File: src/rtl/led_bank_arbiter_if.sv
// LED bank arbiter bus: requester side (master) and arbiter side (slave).
interface led_bank_arbiter_if #(
  parameter int NUM_SRC = 4
);
  logic [NUM_SRC-1:0]    req;
  logic [16*NUM_SRC-1:0] src_data;
  logic [NUM_SRC-1:0]    gnt;
  logic [15:0]           signals;
  logic                  led;
  logic                  busy;

  modport master (
    output req, src_data,
    input  gnt, signals, led, busy
  );

  modport slave (
    input  req, src_data,
    output gnt, signals, led, busy
  );
endinterface

File: src/rtl/led_bank_arbiter.sv
// led_bank_arbiter: round-robin sharing of the 16-bit LED bank and status LED
// between up to four requesters, with a minimum dwell time in prescaled ticks
// and a free-running heartbeat shown while nobody owns the bank.
// Optional macro LED_HANDOFF_BLANK_EN: every ownership change from an owner
// passes through a blanked state held until the next tick.
module led_bank_arbiter #(
  parameter int NUM_SRC     = 4,
  parameter int PRESCALE_W  = 4,
  parameter int DWELL_TICKS = 8,
  parameter int HB_W        = 31
) (
  input  logic             clk,
  input  logic             reset_n,
  led_bank_arbiter_if.slave bus
);

  typedef enum logic [1:0] {
    ST_IDLE  = 2'd0,
`ifdef LED_HANDOFF_BLANK_EN
    ST_BLANK = 2'd2,
`endif
    ST_OWN   = 2'd1
  } state_t;

  state_t                state_q, state_d;
  logic [PRESCALE_W-1:0] prescaler_q, prescaler_d;
  logic [HB_W-1:0]       hb_q, hb_d;
  logic [7:0]            dwell_q, dwell_d;
  logic [1:0]            ptr_q, ptr_d;
  logic [NUM_SRC-1:0]    gnt_q, gnt_d;
  logic [15:0]           signals_q, signals_d;
  logic                  led_q, led_d;
  logic                  busy_q, busy_d;

  logic                  tick;
  logic [NUM_SRC-1:0]    cand;
  logic                  win_found;
  logic [1:0]            win_idx;
  logic [NUM_SRC-1:0]    win_onehot;
  logic [1:0]            win_next_ptr;
  logic                  owner_req;
  logic [15:0]           owner_data;

  assign tick = &prescaler_q;

  // The current owner is masked out, so one search serves initial grant,
  // release handoff and dwell-expiry rotation alike (ptr is always owner+1).
  assign cand = bus.req & ~gnt_q;

  // Round-robin winner search starting at ptr.
  always_comb begin
    int unsigned j;
    win_found  = 1'b0;
    win_idx    = '0;
    win_onehot = '0;
    j          = 0;
    for (int unsigned i = 0; i < unsigned'(NUM_SRC); i++) begin
      j = 32'(ptr_q) + i;
      if (j >= unsigned'(NUM_SRC)) j = j - unsigned'(NUM_SRC);
      if (!win_found && cand[j]) begin
        win_found     = 1'b1;
        win_idx       = j[1:0];
        win_onehot    = '0;
        win_onehot[j] = 1'b1;
      end
    end
    win_next_ptr = (32'(win_idx) + 1 == unsigned'(NUM_SRC)) ? 2'd0 : win_idx + 2'd1;
  end

  // Owner request and pattern selected by the one-hot grant.
  always_comb begin
    owner_req  = |(bus.req & gnt_q);
    owner_data = '0;
    for (int unsigned i = 0; i < unsigned'(NUM_SRC); i++) begin
      if (gnt_q[i]) owner_data = owner_data | bus.src_data[16*i +: 16];
    end
  end

  // Next-state and registered-output logic for prescaler, heartbeat and FSM.
  always_comb begin
    prescaler_d = prescaler_q + PRESCALE_W'(1);
    hb_d        = tick ? hb_q + HB_W'(1) : hb_q;
    led_d       = hb_q[HB_W-1];
    state_d     = state_q;
    gnt_d       = gnt_q;
    busy_d      = busy_q;
    signals_d   = signals_q;
    dwell_d     = dwell_q;
    ptr_d       = ptr_q;

    case (state_q)
      ST_IDLE: begin
        gnt_d     = '0;
        busy_d    = 1'b0;
        signals_d = hb_q[HB_W-9 -: 16];
        if (win_found) begin
          state_d = ST_OWN;
          gnt_d   = win_onehot;
          busy_d  = 1'b1;
          dwell_d = 8'(DWELL_TICKS);
          ptr_d   = win_next_ptr;
        end
      end

      ST_OWN: begin
        busy_d    = 1'b1;
        signals_d = owner_data;
        if (tick && dwell_q != 8'd0) dwell_d = dwell_q - 8'd1;
        if (!owner_req || (dwell_q == 8'd0 && win_found)) begin
`ifdef LED_HANDOFF_BLANK_EN
          state_d   = ST_BLANK;
          gnt_d     = '0;
          signals_d = '0;
`else
          if (win_found) begin
            gnt_d   = win_onehot;
            dwell_d = 8'(DWELL_TICKS);
            ptr_d   = win_next_ptr;
          end else begin
            state_d = ST_IDLE;
            gnt_d   = '0;
            busy_d  = 1'b0;
          end
`endif
        end
      end

`ifdef LED_HANDOFF_BLANK_EN
      ST_BLANK: begin
        gnt_d     = '0;
        busy_d    = 1'b1;
        signals_d = '0;
        if (tick) begin
          if (win_found) begin
            state_d = ST_OWN;
            gnt_d   = win_onehot;
            dwell_d = 8'(DWELL_TICKS);
            ptr_d   = win_next_ptr;
          end else begin
            state_d = ST_IDLE;
            busy_d  = 1'b0;
          end
        end
      end
`endif

      default: begin
        state_d = ST_IDLE;
        gnt_d   = '0;
        busy_d  = 1'b0;
      end
    endcase
  end

  // State registers with asynchronous active-low reset.
  always_ff @(posedge clk or negedge reset_n) begin
    if (!reset_n) begin
      state_q     <= ST_IDLE;
      prescaler_q <= '0;
      hb_q        <= '0;
      dwell_q     <= '0;
      ptr_q       <= '0;
      gnt_q       <= '0;
      signals_q   <= '0;
      led_q       <= 1'b0;
      busy_q      <= 1'b0;
    end else begin
      state_q     <= state_d;
      prescaler_q <= prescaler_d;
      hb_q        <= hb_d;
      dwell_q     <= dwell_d;
      ptr_q       <= ptr_d;
      gnt_q       <= gnt_d;
      signals_q   <= signals_d;
      led_q       <= led_d;
      busy_q      <= busy_d;
    end
  end

  assign bus.gnt     = gnt_q;
  assign bus.signals = signals_q;
  assign bus.led     = led_q;
  assign bus.busy    = busy_q;

endmodule

File: src/flat_wrapper.sv
// flat-port wrapper written by rule: the top's interface ports become plain ports
module led_bank_arbiter_flat 
#(
  parameter int NUM_SRC     = 4,
  parameter int PRESCALE_W  = 4,
  parameter int DWELL_TICKS = 8,
  parameter int HB_W        = 31
)
  (clk, reset_n, bus_req, bus_src_data, bus_gnt, bus_signals, bus_led, bus_busy);
  led_bank_arbiter_if #(.NUM_SRC(NUM_SRC)) bus_i ();
  input  logic clk;
  input  logic reset_n;
  input wire logic [$bits(bus_i.req)-1:0] bus_req;
  input wire logic [$bits(bus_i.src_data)-1:0] bus_src_data;
  output wire logic [$bits(bus_i.gnt)-1:0] bus_gnt;
  output wire logic [$bits(bus_i.signals)-1:0] bus_signals;
  output wire logic [$bits(bus_i.led)-1:0] bus_led;
  output wire logic [$bits(bus_i.busy)-1:0] bus_busy;
  assign bus_i.req = bus_req;
  assign bus_i.src_data = bus_src_data;
  assign bus_gnt = bus_i.gnt;
  assign bus_signals = bus_i.signals;
  assign bus_led = bus_i.led;
  assign bus_busy = bus_i.busy;
  led_bank_arbiter #(.NUM_SRC(NUM_SRC), .PRESCALE_W(PRESCALE_W), .DWELL_TICKS(DWELL_TICKS), .HB_W(HB_W)) u_core (.clk(clk), .reset_n(reset_n), .bus(bus_i));
endmodule
File: config.mk
export PLATFORM = sky130hd
export DESIGN_NAME = led_bank_arbiter_flat
export DESIGN_NICKNAME = d
export VERILOG_FILES = /design/src/rtl/led_bank_arbiter_if.sv /design/src/rtl/led_bank_arbiter.sv /design/src/flat_wrapper.sv
export SDC_FILE = /design/constraint.sdc
export NUM_CORES = 1
export LEC_CHECK = 0
export CORE_UTILIZATION = 35
export DETAILED_ROUTE_END_ITERATION = 10
export PLACE_DENSITY = 0.6
export SYNTH_ARGS = -nofsm -noshare
export SYNTH_HDL_FRONTEND = slang
export SYNTH_SLANG_ARGS = --single-unit
export TNS_END_PERCENT = 1
File: constraint.sdc
create_clock -name clk -period 3.05 [get_ports clk]
set_clock_uncertainty 0.1 [all_clocks]
set_input_delay 0.61 -clock clk [delete_from_list [all_inputs] [get_ports clk]]
set_output_delay 0.61 -clock clk [all_outputs]
set_load 0.1 [all_outputs]
==> impl_metrics.ini <==
[timing]
maxSlewViolCount = 0
finalHoldViolCount = 0
finalSetupTns_ns = 0
timing.final.crit_period_ns = 2.52
period_share_pct = 82.6
worst_slew_pin_slew_ns = 0.536
rsz0062_at_grt = false
setup_violations = 0
clock.fmax_mhz = 397
slew_headroom_pct = 64.0

[final_layout]
stdcell_area_mm2 = 0.00504
fillers = 990
antennaDiodeCount = 0
drive_gt1_share_pct = 14.8
area_growth_pct = 33.1
fin_nets = 555

[die]
die_y_um = 106
core_area_mm2 = 0.0104
initial_utilization_pct = 36.3
ios = 92
die_x_um = 106
dieArea_mm2 = 0.0112
fp-row-count = 37

[setup_path]
critical_path_class = in2reg
cp_data_arrival_time_ns = 2.65
ff2ff_setup_slack_ns = 0.70
endpoint_kind = register
critPathRequiredTime_ns = 3.18
cpMaxStageDelayCell = clkdlybuf4s50_1
path_cells = clkdlybuf4s50_1 > nor2b_1 > nor4_4 > ha_1 > buf_4 > nor4_1 > xnor2_1 > nor2_1
max_stage_delay_ns = 0.50
reg2regPathDepth = 7
startpoint_type = input pin
crit_fanout = 10
r2r-end = u_core.ptr_q[1]
reg2reg_from = u_core.ptr_q[0]

[synthesis]
synthFlopType = dfrtp_1
async_reset_ff_share_pct = 100
ys_ff_latch = 68
synth_cell_types = 53
ys_top_cells_by_area = dfrtp_1, a22oi_1, xnor2_1
synth.cell_area_mm2 = 0.00379
synth-seq-area-share_pct = 44.9
yosysMostFrequentCell = dfrtp_1
synth_top_cell_by_area = dfrtp_1
ys_warn_count = 0
synth_commonest_cells = dfrtp_1, nor2_1, a22oi_1, xnor2_1, nand3_1
synth_nets = 457
syn_avg_cell_area_um2 = 10.1
synth-edff-count = 0
synth.top_cell.area_share_pct = 44.9
synth_cells = 376

[clock_tree]
clk_latency_ns = 0.35
cts.path.max_buffers = 2
cts_resized = 0
postCtsSetupBuffers = 0
cts-root-buf = clkbuf_8
clk_pin_slew_worst_paths_ns = 0.08
cts_hold_buf = 0
cts_made_buffers = 9
cts_tree = done
ctsHtreeMaxLevel = 3
cts_sinks = 68

[place]
port_buffers = 91
place_congestion = 0.843
hpwl_mm = 7.16
placed_area_mm2 = 0.00482

[flow_run]
drv_cap = 0

[global_routing]
grt_start_max_net_pins = 37
grt_pass1_vias = 3267
grt_usage_pct = 18.7
grt_pass1_wl_mm = 16.3
grt_overflow_total = 0
antenna_found_initial = 0

[routing]
vias = 3251
wl_per_cell_um = 16.2
ant_nets = 0
drc_errors = 0
wl_mm = 9.99
vias_per_cell = 5.29
dr.first_iter.drc_count = 156
dr.pass1.iters = 4

[hold_path]
hold_class = in2async

[power_and_ir_drop]
power_density_mw_per_mm2 = 1030
p_leak_nw = 2.13
ir_drop_mv = 0.558

[status]
status = complete, no violations
-- sequential cells by signal (all words and copies together), names as in the netlist --
name / cells
u_core.state_q: 1
u_core.hb_q: 31
u_core.bus.busy: 1
u_core.ptr_q: 2
u_core.bus.signals: 16
u_core.bus.gnt: 4
u_core.bus.led: 1
u_core.dwell_q: 8
u_core.prescaler_q: 4
-- critical path, delay by kind of cell --
kind | cells | cell delay (ns)
adder cells (fa/ha/maj) | 1 | 0.22
buffers and inverters | 2 | 0.67
XOR/XNOR | 1 | 0.17
AND/OR/NAND/NOR | 4 | 0.98
-- layout by cell type, fill, tap and decap left out, types with 4 or more instances in the layout --
cell / instances
clkdlybuf4s50_1: 68
dfrtp_1: 68
nor2_1: 38
buf_4: 35
a22oi_1: 34
xnor2_1: 28
nand3_1: 21
nand2_1: 19
a31oi_1: 17
a21oi_1: 12
inv_1: 11
ha_1: 11
xor2_1: 10
o21ai_0: 10
clkbuf_8: 9
nand4_1: 7
and4_1: 7
nand2b_1: 6
o21ai_1: 6
and3_1: 4
nor3_1: 4
nor4_1: 4
mux2i_1: 4
-- per-stage QoR --
step,std cells,total power [mW],setup WS (ns),hold slack (ns),utilization (%)
after floorplan,376,3.59,0.291,0.214,-
after global placement,599,4.35,0.226,0.287,46.3
after detailed placement,599,4.37,0.169,0.294,46.3
after CTS,615,5.23,0.537,0.00408,48.4
after global routing,615,5.50,0.350,0.00811,48.4
final,615,5.19,0.529,0.0152,48.4
-- worst max-delay path by stage --
stage,cells after the start,to,start
3_3_place_gp,7,u_core.dwell_q[5],bus_req[2]
6_report,8,u_core.dwell_q[7],bus_req[3]
5_1_grt,8,u_core.dwell_q[7],bus_req[3]
4_1_cts,8,u_core.dwell_q[7],bus_req[3]
3_5_place_dp,8,u_core.dwell_q[7],bus_req[3]
2_1_floorplan,8,u_core.dwell_q[3],u_core.bus.gnt[1]
-- routing by layer --
layer / part of all wire [%] / vias up / GRT usage (%) / wire length (um)
li1: - / 1576 / - / -
met1: 43 / 1549 / 23.3 / 4270
met2: 48 / 120 / 32.0 / 4820
met3: 7.9 / 6 / 4.48 / 789
met4: 1.0 / 0 / 5.85 / 103
met5: 0 / - / 0 / 0
-- report_power, final --
group          internal (mW)  switching, mW
registers               1.09          0.107
logic                  0.959           2.20
clock network          0.464          0.365
total                   2.51           2.68
-- cell families after synthesis --
kind of cell / after synthesis / share of synthesized area [%]
xor+xnor: 38 / 8.79
buf+inv: 29 / 3.47
mux: 8 / 3.14
flops: 68 / 44.9
fa+ha+maj: 11 / 3.64
compound gates: 93 / 17.2
simple gates: 129 / 18.8
-- layout make-up --
type | count | area [um^2] | area share (%)
flip-flops and latches | 68 | 1700 | 33.8
well taps | 136 | 170 | 3.38
inverters | 12 | 45.0 | 0.894
multi-input cells | 279 | 1950 | 38.7
repair buffers | 104 | 948 | 18.8
clock inverters | 7 | 98.8 | 1.96
clock buffers | 9 | 124 | 2.46
(Power assumes the default switching activity.)
